===== src/rtl/branch_pred_if.sv =====
// Fetch-lookup, branch-resolution and perf-debug signals of the branch predictor.
// The core side drives through master; the predictor sits on slave.
interface branch_pred_if #(
  parameter int unsigned XLEN = 32
);
  logic            fetch_valid;
  logic [XLEN-1:0] fetch_pc;
  logic            pred_valid;
  logic [XLEN-1:0] pred_pc;
  logic            pred_taken;
  logic [XLEN-1:0] pred_target;
  logic            exu_is_branch;
  logic            exu_branch_taken;
  logic [XLEN-1:0] exu_branch_pc;
  logic [XLEN-1:0] exu_target_pc;
  logic            bp_clear;
  logic [31:0]     perf_branch_cnt;
  logic [31:0]     perf_mispred_cnt;

  modport master (
    output fetch_valid, fetch_pc,
    output exu_is_branch, exu_branch_taken, exu_branch_pc, exu_target_pc,
    output bp_clear,
    input  pred_valid, pred_pc, pred_taken, pred_target,
    input  perf_branch_cnt, perf_mispred_cnt
  );

  modport slave (
    input  fetch_valid, fetch_pc,
    input  exu_is_branch, exu_branch_taken, exu_branch_pc, exu_target_pc,
    input  bp_clear,
    output pred_valid, pred_pc, pred_taken, pred_target,
    output perf_branch_cnt, perf_mispred_cnt
  );
endinterface


===== src/rtl/branch_pred.sv =====
// Bimodal BHT (2-bit saturating counters) plus direct-mapped BTB predictor,
// trained by resolved branches from the EXU, with saturating perf counters.
module branch_pred #(
  parameter int unsigned XLEN        = 32,
  parameter int unsigned BHT_ENTRIES = 64,
  parameter int unsigned BTB_ENTRIES = 16
) (
  input logic         clk,
  input logic         rst_n,
  branch_pred_if.slave bp
);
  localparam int unsigned BHT_IW = $clog2(BHT_ENTRIES);
  localparam int unsigned BTB_IW = $clog2(BTB_ENTRIES);
  localparam int unsigned TAG_W  = XLEN - BTB_IW - 2;

  logic [1:0]       bht_q     [BHT_ENTRIES];
  logic [1:0]       bht_d     [BHT_ENTRIES];
  logic             btb_v_q   [BTB_ENTRIES];
  logic             btb_v_d   [BTB_ENTRIES];
  logic [TAG_W-1:0] btb_tag_q [BTB_ENTRIES];
  logic [TAG_W-1:0] btb_tag_d [BTB_ENTRIES];
  logic [XLEN-1:0]  btb_tgt_q [BTB_ENTRIES];
  logic [XLEN-1:0]  btb_tgt_d [BTB_ENTRIES];

  logic             pred_valid_q, pred_valid_d;
  logic [XLEN-1:0]  pred_pc_q, pred_pc_d;
  logic             pred_taken_q, pred_taken_d;
  logic [XLEN-1:0]  pred_target_q, pred_target_d;
  logic [31:0]      perf_branch_cnt_q, perf_branch_cnt_d;
  logic [31:0]      perf_mispred_cnt_q, perf_mispred_cnt_d;

  // Fetch-side lookup against current table state
  logic [BHT_IW-1:0] f_bidx;
  logic [BTB_IW-1:0] f_tidx;
  logic [TAG_W-1:0]  f_tag;
  logic              f_hit, f_taken;
  logic [XLEN-1:0]   f_target;

  // Resolution-side view of the same tables
  logic [BHT_IW-1:0] e_bidx;
  logic [BTB_IW-1:0] e_tidx;
  logic [TAG_W-1:0]  e_tag;
  logic              e_hit, e_pred_taken, e_mispred;

  // pc[1:0] never takes part in indexing or tagging.
  logic unused_pc_bits;
  assign unused_pc_bits = ^bp.exu_branch_pc[1:0];

  always_comb begin
    f_bidx   = bp.fetch_pc[BHT_IW+1:2];
    f_tidx   = bp.fetch_pc[BTB_IW+1:2];
    f_tag    = bp.fetch_pc[XLEN-1:BTB_IW+2];
    f_hit    = btb_v_q[f_tidx] && (btb_tag_q[f_tidx] == f_tag);
    f_taken  = f_hit && bht_q[f_bidx][1];
    f_target = f_taken ? btb_tgt_q[f_tidx] : bp.fetch_pc + XLEN'(4);
  end

  always_comb begin
    e_bidx       = bp.exu_branch_pc[BHT_IW+1:2];
    e_tidx       = bp.exu_branch_pc[BTB_IW+1:2];
    e_tag        = bp.exu_branch_pc[XLEN-1:BTB_IW+2];
    e_hit        = btb_v_q[e_tidx] && (btb_tag_q[e_tidx] == e_tag);
    e_pred_taken = e_hit && bht_q[e_bidx][1];
    // A taken prediction only counts as correct if its target also matches.
    if (bp.exu_branch_taken)
      e_mispred = !(e_pred_taken && (btb_tgt_q[e_tidx] == bp.exu_target_pc));
    else
      e_mispred = e_pred_taken;
  end

  always_comb begin
    bht_d     = bht_q;
    btb_v_d   = btb_v_q;
    btb_tag_d = btb_tag_q;
    btb_tgt_d = btb_tgt_q;
    if (bp.exu_is_branch) begin
      if (bp.exu_branch_taken) begin
        if (bht_q[e_bidx] != 2'b11) bht_d[e_bidx] = bht_q[e_bidx] + 2'd1;
        btb_v_d[e_tidx]   = 1'b1;
        btb_tag_d[e_tidx] = e_tag;
        btb_tgt_d[e_tidx] = bp.exu_target_pc;
      end else if (bht_q[e_bidx] != 2'b00) begin
        bht_d[e_bidx] = bht_q[e_bidx] - 2'd1;
      end
    end
    // Clear overrides any update in the same cycle.
    if (bp.bp_clear) begin
      bht_d   = '{default: 2'b01};
      btb_v_d = '{default: 1'b0};
    end
  end

  always_comb begin
    pred_valid_d  = bp.fetch_valid;
    pred_pc_d     = pred_pc_q;
    pred_taken_d  = pred_taken_q;
    pred_target_d = pred_target_q;
    if (bp.fetch_valid) begin
      pred_pc_d     = bp.fetch_pc;
      pred_taken_d  = f_taken;
      pred_target_d = f_target;
    end
  end

  always_comb begin
    perf_branch_cnt_d  = perf_branch_cnt_q;
    perf_mispred_cnt_d = perf_mispred_cnt_q;
    if (bp.exu_is_branch && (perf_branch_cnt_q != '1))
      perf_branch_cnt_d = perf_branch_cnt_q + 32'd1;
    if (bp.exu_is_branch && e_mispred && (perf_mispred_cnt_q != '1))
      perf_mispred_cnt_d = perf_mispred_cnt_q + 32'd1;
  end

  always_ff @(posedge clk or negedge rst_n) begin
    if (!rst_n) begin
      bht_q              <= '{default: 2'b01};
      btb_v_q            <= '{default: 1'b0};
      btb_tag_q          <= '{default: '0};
      btb_tgt_q          <= '{default: '0};
      pred_valid_q       <= 1'b0;
      pred_pc_q          <= '0;
      pred_taken_q       <= 1'b0;
      pred_target_q      <= '0;
      perf_branch_cnt_q  <= '0;
      perf_mispred_cnt_q <= '0;
    end else begin
      bht_q              <= bht_d;
      btb_v_q            <= btb_v_d;
      btb_tag_q          <= btb_tag_d;
      btb_tgt_q          <= btb_tgt_d;
      pred_valid_q       <= pred_valid_d;
      pred_pc_q          <= pred_pc_d;
      pred_taken_q       <= pred_taken_d;
      pred_target_q      <= pred_target_d;
      perf_branch_cnt_q  <= perf_branch_cnt_d;
      perf_mispred_cnt_q <= perf_mispred_cnt_d;
    end
  end

  assign bp.pred_valid       = pred_valid_q;
  assign bp.pred_pc          = pred_pc_q;
  assign bp.pred_taken       = pred_taken_q;
  assign bp.pred_target      = pred_target_q;
  assign bp.perf_branch_cnt  = perf_branch_cnt_q;
  assign bp.perf_mispred_cnt = perf_mispred_cnt_q;
endmodule


===== src/flat_wrapper.sv =====
// flat-port wrapper written by rule: the top's interface ports become plain ports
module branch_pred_flat 
#(
  parameter int unsigned XLEN        = 32,
  parameter int unsigned BHT_ENTRIES = 64,
  parameter int unsigned BTB_ENTRIES = 16
)
  (clk, rst_n, bp_fetch_valid, bp_fetch_pc, bp_exu_is_branch, bp_exu_branch_taken, bp_exu_branch_pc, bp_exu_target_pc, bp_bp_clear, bp_pred_valid, bp_pred_pc, bp_pred_taken, bp_pred_target, bp_perf_branch_cnt, bp_perf_mispred_cnt);
  branch_pred_if #(.XLEN(XLEN)) bp_i ();
  input logic clk;
  input logic rst_n;
  input wire logic [$bits(bp_i.fetch_valid)-1:0] bp_fetch_valid;
  input wire logic [$bits(bp_i.fetch_pc)-1:0] bp_fetch_pc;
  input wire logic [$bits(bp_i.exu_is_branch)-1:0] bp_exu_is_branch;
  input wire logic [$bits(bp_i.exu_branch_taken)-1:0] bp_exu_branch_taken;
  input wire logic [$bits(bp_i.exu_branch_pc)-1:0] bp_exu_branch_pc;
  input wire logic [$bits(bp_i.exu_target_pc)-1:0] bp_exu_target_pc;
  input wire logic [$bits(bp_i.bp_clear)-1:0] bp_bp_clear;
  output wire logic [$bits(bp_i.pred_valid)-1:0] bp_pred_valid;
  output wire logic [$bits(bp_i.pred_pc)-1:0] bp_pred_pc;
  output wire logic [$bits(bp_i.pred_taken)-1:0] bp_pred_taken;
  output wire logic [$bits(bp_i.pred_target)-1:0] bp_pred_target;
  output wire logic [$bits(bp_i.perf_branch_cnt)-1:0] bp_perf_branch_cnt;
  output wire logic [$bits(bp_i.perf_mispred_cnt)-1:0] bp_perf_mispred_cnt;
  assign bp_i.fetch_valid = bp_fetch_valid;
  assign bp_i.fetch_pc = bp_fetch_pc;
  assign bp_i.exu_is_branch = bp_exu_is_branch;
  assign bp_i.exu_branch_taken = bp_exu_branch_taken;
  assign bp_i.exu_branch_pc = bp_exu_branch_pc;
  assign bp_i.exu_target_pc = bp_exu_target_pc;
  assign bp_i.bp_clear = bp_bp_clear;
  assign bp_pred_valid = bp_i.pred_valid;
  assign bp_pred_pc = bp_i.pred_pc;
  assign bp_pred_taken = bp_i.pred_taken;
  assign bp_pred_target = bp_i.pred_target;
  assign bp_perf_branch_cnt = bp_i.perf_branch_cnt;
  assign bp_perf_mispred_cnt = bp_i.perf_mispred_cnt;
  branch_pred #(.XLEN(XLEN), .BHT_ENTRIES(BHT_ENTRIES), .BTB_ENTRIES(BTB_ENTRIES)) u_core (.clk(clk), .rst_n(rst_n), .bp(bp_i));
endmodule

===== config.mk =====
export PLATFORM = sky130hd
export DESIGN_NAME = branch_pred_flat
export DESIGN_NICKNAME = d
export VERILOG_FILES = /design/src/rtl/branch_pred_if.sv /design/src/rtl/branch_pred.sv /design/src/flat_wrapper.sv
export SDC_FILE = /design/constraint.sdc
export NUM_CORES = 2
export LEC_CHECK = 0
export ABC_AREA = 0
export CAP_MARGIN = 5
export CORE_ASPECT_RATIO = 0.75
export CORE_MARGIN = 4
export CORE_UTILIZATION = 33
export DETAILED_ROUTE_END_ITERATION = 12
export SLEW_MARGIN = 20
export SYNTH_ARGS = -nofsm -noshare
export SYNTH_HDL_FRONTEND = slang
export SYNTH_SLANG_ARGS = --single-unit

===== constraint.sdc =====
create_clock -name clk -period 5.7 [get_ports clk]
set_input_delay 0.855 -clock clk [delete_from_list [all_inputs] [get_ports clk]]
set_output_delay 0.855 -clock clk [all_outputs]
set_load 0.05 [all_outputs]

## Word level (Yosys, flattened, before mapping)

Cells that the tools add are included.

| word-level totals | value |
|---|---|
| bits in registers | 1,202 |

| operators by class | value |
|---|---|
| $add $sub $neg | 5 |
| magnitude comparators | 6 |
| equality and inequality tests | 7 |
| mux-type cells | 46 |
| bitwise logic cells | 5 |
| reductions and logical operators | 18 |

Operators by type and width:

| kind | count |
|---|---|
| $mux 128 | 5 |
| $bwmux 512 | 1 |
| $bwmux 416 | 1 |
| $bmux 32 s4 | 2 |
| $bwmux 128 | 2 |
| $bmux 26 s4 | 2 |
| $mux 32 | 6 |
| $mux 26 | 5 |
| $demux 32 s4 | 1 |
| $demux 26 s4 | 1 |
| $add 32x1->32 const B | 2 |
| $ne 32x32->1 const B | 2 |
| $eq 26x26->1 | 2 |
| $mux 16 | 3 |
| $add 32x3->32 const B | 1 |
| $eq 32x32->1 | 1 |
| $bmux 2 s6 | 2 |
| $or 16x16->16 | 1 |
| $ge 7x7->1 const B | 2 |
| $not 6->7 | 2 |
| $demux 2 s6 | 1 |
| $ge 5x5->1 const B | 2 |
| $logic_and 1x1->1 | 10 |
| $mux 2 | 5 |
| 15 further kinds | 25 |

## Logic depth before layout (Yosys ltp)

| depth | value |
|---|---|
| word-level depth | 12 |
| mapped depth | 18 |

## Worst setup path after synthesis

Ideal clock, no wire load.

| timing | value |
|---|---|
| path kind | input to register |
| start | input bp_exu_branch_pc[2] |
| end | register u_core.bht_q[102] (netlist name) |
| arrival time | 4,951 ps |
| setup slack | 667 ps |
| cell stages on the path | 15 |
| cell sequence | buf_4 -> buf_6 -> buf_4 -> buf_2 -> mux4_2 -> mux4_2 -> mux4_2 -> clkbuf_1 -> ha_1 -> mux2i_1 -> nand2_1 -> nor3_1 -> clkbuf_1 -> nand2_1 -> a211o_1 |

| between the ends | value |
|---|---|
| longest elaborated chain between the ends | 10 |
| elaborated cells on any way between the ends | 23 |
| classes of those cells | 2 x add/sub; 2 x order compare; 2 x eq/ne; 12 x mux; 1 x bitwise; 4 x reduce/logical |

RTL lines:

| what | line | text |
|---|---|---|
| start, declared | flat_wrapper.sv:16 | `input wire logic [$bits(bp_i.exu_branch_pc)-1:0] bp_exu_branch_pc;` |
| $not 6->7 (not written as such) (*) | branch_pred.sv:78, branch_pred.sv:82, branch_pred.sv:83 |  |
| $bmux 2 s6 (tied with other cells) | branch_pred.sv:78, branch_pred.sv:82, branch_pred.sv:83 |  |
| $mux 2 (not written as such) or $logic_and 1x1->1 (tied branches) | branch_pred.sv:78, branch_pred.sv:82, branch_pred.sv:83 |  |
| $mux 2 (on tied branches) | branch_pred.sv:78, branch_pred.sv:82, branch_pred.sv:83 |  |
| $sub 2x1->2 (tied with other cells) | branch_pred.sv:83 | `bht_d[e_bidx] = bht_q[e_bidx] - 2'd1;` |
| $bwmux 128 (on tied branches) | branch_pred.sv:83, branch_pred.sv:78 |  |
| $mux 128 (on tied branches) | branch_pred.sv:82, branch_pred.sv:78 |  |
| $mux 128 | branch_pred.sv:77 | `if (bp.exu_branch_taken) begin` |
| $mux 128 | branch_pred.sv:76 | `if (bp.exu_is_branch) begin` |
| $mux 128 | branch_pred.sv:87 | `if (bp.bp_clear) begin` |
| end signal, assigned | branch_pred.sv:127 | `bht_q <= bht_d;` |
| end, declared | branch_pred.sv:16 | `logic [1:0] bht_q [BHT_ENTRIES];` |

Every way passes the cells marked *; elsewhere a longest branch is shown, timed or not. The select of a mux whose other input is x is not followed.
A chain may end at the register's enable or synchronous reset.

## Worst setup path in the final report

| timing | value |
|---|---|
| start | input bp_exu_branch_pc[2] |
| end | register u_core.perf_mispred_cnt_q[1] (netlist: u_core.bp.perf_mispred_cnt[1]) |

| between the ends | value |
|---|---|
| longest elaborated chain between the ends | 12 |
| elaborated cells on any way between the ends | 23 |
| classes of those cells | 2 x eq/ne; 13 x mux; 2 x bitwise; 6 x reduce/logical |

RTL lines:

| what | line | text |
|---|---|---|
| $not 4->5 (not written as such) | branch_pred.sv:62, branch_pred.sv:66 |  |
| $bmux 26 s4 | branch_pred.sv:62 | `e_hit = btb_v_q[e_tidx] && (btb_tag_q[e_tidx] == e_tag);` |
| $mux 26 (not written as such) (2 in a row) | branch_pred.sv:62 |  |
| $eq 26x26->1 | branch_pred.sv:62 |  |
| $logic_and 1x1->1 | branch_pred.sv:62 |  |
| $logic_and 1x1->1 | branch_pred.sv:63 | `e_pred_taken = e_hit && bht_q[e_bidx][1];` |
| $logic_and 1x1->1 | branch_pred.sv:66 | `e_mispred = !(e_pred_taken && (btb_tgt_q[e_tidx] == bp.exu_target_pc));` |
| $logic_not 1->1 | branch_pred.sv:66 |  |
| $mux 1 (*) | branch_pred.sv:65 | `if (bp.exu_branch_taken)` |
| $logic_and 1x1->1 (*) (2 in a row) | branch_pred.sv:110 | `if (bp.exu_is_branch && e_mispred && (perf_mispred_cnt_q != '1))` |
| end signal, assigned | branch_pred.sv:136 | `perf_mispred_cnt_q <= perf_mispred_cnt_d;` |
| end, declared | branch_pred.sv:30 | `logic [31:0] perf_mispred_cnt_q, perf_mispred_cnt_d;` |

Marked as above.

==> reports/results.ini <==
[layout]
areaGrowthSynthToFinish_pct = 15.5
fillCellCount = 18100
final_util = 0.384
regArea_um2 = 30200
nNetsFinal = 4771
multi_input_area_um2 = 32300
layout-drive-gt1-share = 0.427
final_cells = 7333

[synth]
yosysUniqueCellTypes = 60
yosysSeqAreaShare = 0.468
synth_nets = 4651
syn_inst = 4544
ys_warn_count = 0
synth_edf_count = 0
syn-cell-area_um2 = 64400
synth-seq-cells = 1202
post_synth.cell_area_avg_um2 = 14.2
synthFlopType = dfrtp_1
async_reset_ff_frac = 1.00

[sta]
slew_headroom = 0.216
rsz0062_at_grt = no
fin_crit_ns = 4.69
setup_tns_ns = 0
finalHoldViolations = 0
setup_violations = 0
timing.hold.ws_ns = 0.0578
fin_crit_sh = 0.823
worst_pin_slew_ns = 1.18
worst_slack_ns = 1.01
max_freq_ghz = 0.213
fin_skew_ns = 0.0268
final-max-slew-violation-count = 0

[grt]
grt_overflow = 0
grt_max_degree = 159
grt_pass1_vias = 43000
antenna_found_initial = 22
grt_pass1_wl_um = 307000
grt_usage = 0.202

[route]
routed_wl_um = 208000
wire_per_inst_um = 28.3
viasPerCell = 5.80
drc = 0
ant_nets = 0
drt_iter0_drc = 4307
vias = 42600
first_pass_iters = 5

[critical_path]
startpoint_type = input pin
arrival_ns = 5.33
crit_fanout = 48
end_kind = flip-flop
ff2ff_setup_slack_ns = 1.38
rr_startpoint = u_core.btb_tag_q[152]$_DFFE_PN0P_
crit_type = input pin to flip-flop
endpoint = u_core.bp.perf_mispred_cnt[1]$_DFFE_PN0P_
ff2ff_path_depth = 13
r2r-end = u_core.bp.perf_mispred_cnt[1]$_DFFE_PN0P_
required_ns = 6.33
critPathLaunch = bp_exu_branch_pc[2]

[place]
dp.cells = 7098
dp_hpwl_um = 132000
io_buffers = 229
post-place-ws_ns = 0.311
gp_congestion = 0.869

[floorplan]
row_count = 140
fp.coreArea_um2 = 194000
dieArea_um2 = 202000
die_h_um = 391
die_x_um = 518
start_util = 0.332
ios = 232

[clock_tree]
cts_num_sinks = 1202
worstSkewPairLatency_ns = 0.77
cts_root_buf = clkbuf_16
clockBufferDepth = 3
ctsHoldBuffers = 0
cts_buffers = 120
postCtsResizedCells = 0
cts_tree = done
htree_levels = 3
path_clk_slew_ns = 0.06
post-cts-setup-buffers = 0

[pwr]
p_per_area_nw_per_um2 = 335
power.leakage_nw = 30.5
irDropWorstVdd_v = 0.000276

[status]
outcome = finished, final reports clean

[flow_run]
max-cap-violations = 0

[min_path]
min_path_type = input pin to async pin

[power breakdown]
part / leakage [nW] / internal (mW) / switching (mW)
registers: 15.3 / 9.92 / 1.07
clock network: 2.08 / 4.90 / 3.64
logic: 13.1 / 2.94 / 2.49
total: 30.5 / 17.8 / 7.20
[area by class of cell]
cell class | instances | share of cell area
Antenna cell | 8 | 0.000269
Tap cell | 2556 | 0.0430
Inverter | 56 | 0.00284
Clock inverter | 57 | 0.00881
Multi-Input combinational cell | 2847 | 0.434
Timing Repair Buffer | 437 | 0.0588
Clock buffer | 170 | 0.0475
Sequential cell | 1202 | 0.405
[synthesized netlist by cell type (all sizes together), types with 82 or more instances]
cell    instances  share of area
buf           171          0.014
clkbuf        268          0.016
dfrtp        1138           0.44
mux2          969           0.17
mux2i         152          0.024
mux4          552           0.19
nand2         187          0.011
nand3          82         0.0064
nor2          166         0.0097
o21ai          87         0.0068
xnor2         105          0.014
xor2           84          0.011
[metrics by stage]
stage	instance area, µm²	power [mW]
2_1_floorplan	64400	14.6
3_3_place_gp	70200	16.4
3_5_place_dp	70200	16.5
4_1_cts	74400	25.1
5_1_grt	74400	26.0
6_report	74500	25.0
[cells in the final DEF, fill, tap and decap left out, types with 12 or more instances in the layout]
| cell | netlist | routed |
|---|---|---|
| a211o_1 | 66 | 66 |
| a21oi_1 | 22 | 22 |
| a221oi_1 | 18 | 18 |
| a22o_1 | 13 | 13 |
| a22oi_1 | 27 | 27 |
| and3_1 | 22 | 22 |
| buf_12 | 0 | 41 |
| buf_4 | 30 | 170 |
| bufinv_16 | 0 | 13 |
| clkbuf_1 | 268 | 19 |
| clkbuf_16 | 0 | 123 |
| clkbuf_8 | 0 | 29 |
| clkdlybuf4s50_1 | 0 | 218 |
| clkinv_2 | 0 | 32 |
| dfrtp_1 | 1138 | 1138 |
| dfstp_2 | 64 | 64 |
| inv_1 | 55 | 54 |
| mux2_2 | 968 | 968 |
| mux2i_1 | 152 | 151 |
| mux4_2 | 552 | 552 |
| nand2_1 | 187 | 187 |
| nand3_1 | 82 | 82 |
| nand3b_1 | 71 | 71 |
| nand4_1 | 32 | 32 |
| nor2_1 | 165 | 149 |
| nor2_4 | 0 | 15 |
| nor2b_1 | 13 | 13 |
| nor3_1 | 31 | 30 |
| nor4_1 | 12 | 12 |
| o21ai_0 | 86 | 85 |
| o221ai_1 | 36 | 36 |
| xnor2_1 | 105 | 105 |
| xor2_1 | 84 | 84 |
[cells by family after synthesis]
kind of cell               count (synthesis)  synth area share
AOI/OAI and AO/OA                        321            0.0361
xor gates and xnor gates                 189            0.0257
adders and majority gates                  5          0.000971
buffers and inverters                    495            0.0331
DFF                                     1202             0.468
muxes                                   1673             0.386
and+or+nand+nor                          659            0.0502
[per-layer routing]
| layer | global-route usage | share of wire | up-vias | wire, µm |
|---|---|---|---|---|
| met5 | 0 | 0.000063 | - | 13 |
| met4 | 0.0593 | 0.031 | 2 | 6490 |
| met3 | 0.0422 | 0.075 | 311 | 15700 |
| met2 | 0.309 | 0.45 | 1671 | 94400 |
| met1 | 0.290 | 0.44 | 23100 | 91100 |
| li1 | - | - | 17500 | - |
[critical path: stages]
cell and delay [ns]:
buf_8 0.51, buf_12 0.30, mux4_2 0.55, mux4_2 0.48, xnor2_1 0.46, o2111ai_1 0.24, nor4_1 0.23, buf_4 0.16
nand4_1 0.25, mux2i_4 0.55, buf_12 0.21, nor2_2 0.06, mux2_4 0.32
[registers in the layout, summed over array words and instances (netlist names)]
signal	cells
u_core.btb_tgt_q	512
u_core.btb_v_q	16
u_core.bp.pred_target	32
u_core.bp.pred_pc	32
u_core.bht_q	128
u_core.bp.pred_taken	1
u_core.bp.pred_valid	1
u_core.bp.perf_branch_cnt	32
u_core.bp.perf_mispred_cnt	32
u_core.btb_tag_q	416
[worst min-delay path by stage]
stage | slack [ns] | cells after the start | endpoint
2_1_floorplan | 0.48 | 2 | u_core.btb_v_q[14]$_DFFE_PN0P_
3_5_place_dp | 0.48 | 1 | u_core.bp.perf_mispred_cnt[22]$_DFFE_PN0P_
3_3_place_gp | 0.48 | 1 | u_core.bp.perf_mispred_cnt[12]$_DFFE_PN0P_
4_1_cts | 0.05 | 1 | u_core.bht_q[11]$_DFFE_PN0P_
5_1_grt | 0.07 | 1 | u_core.bht_q[15]$_DFFE_PN0P_
6_report | 0.06 | 1 | u_core.bht_q[13]$_DFFE_PN0P_
No activity file was read; power rests on OpenSTA's default activity.
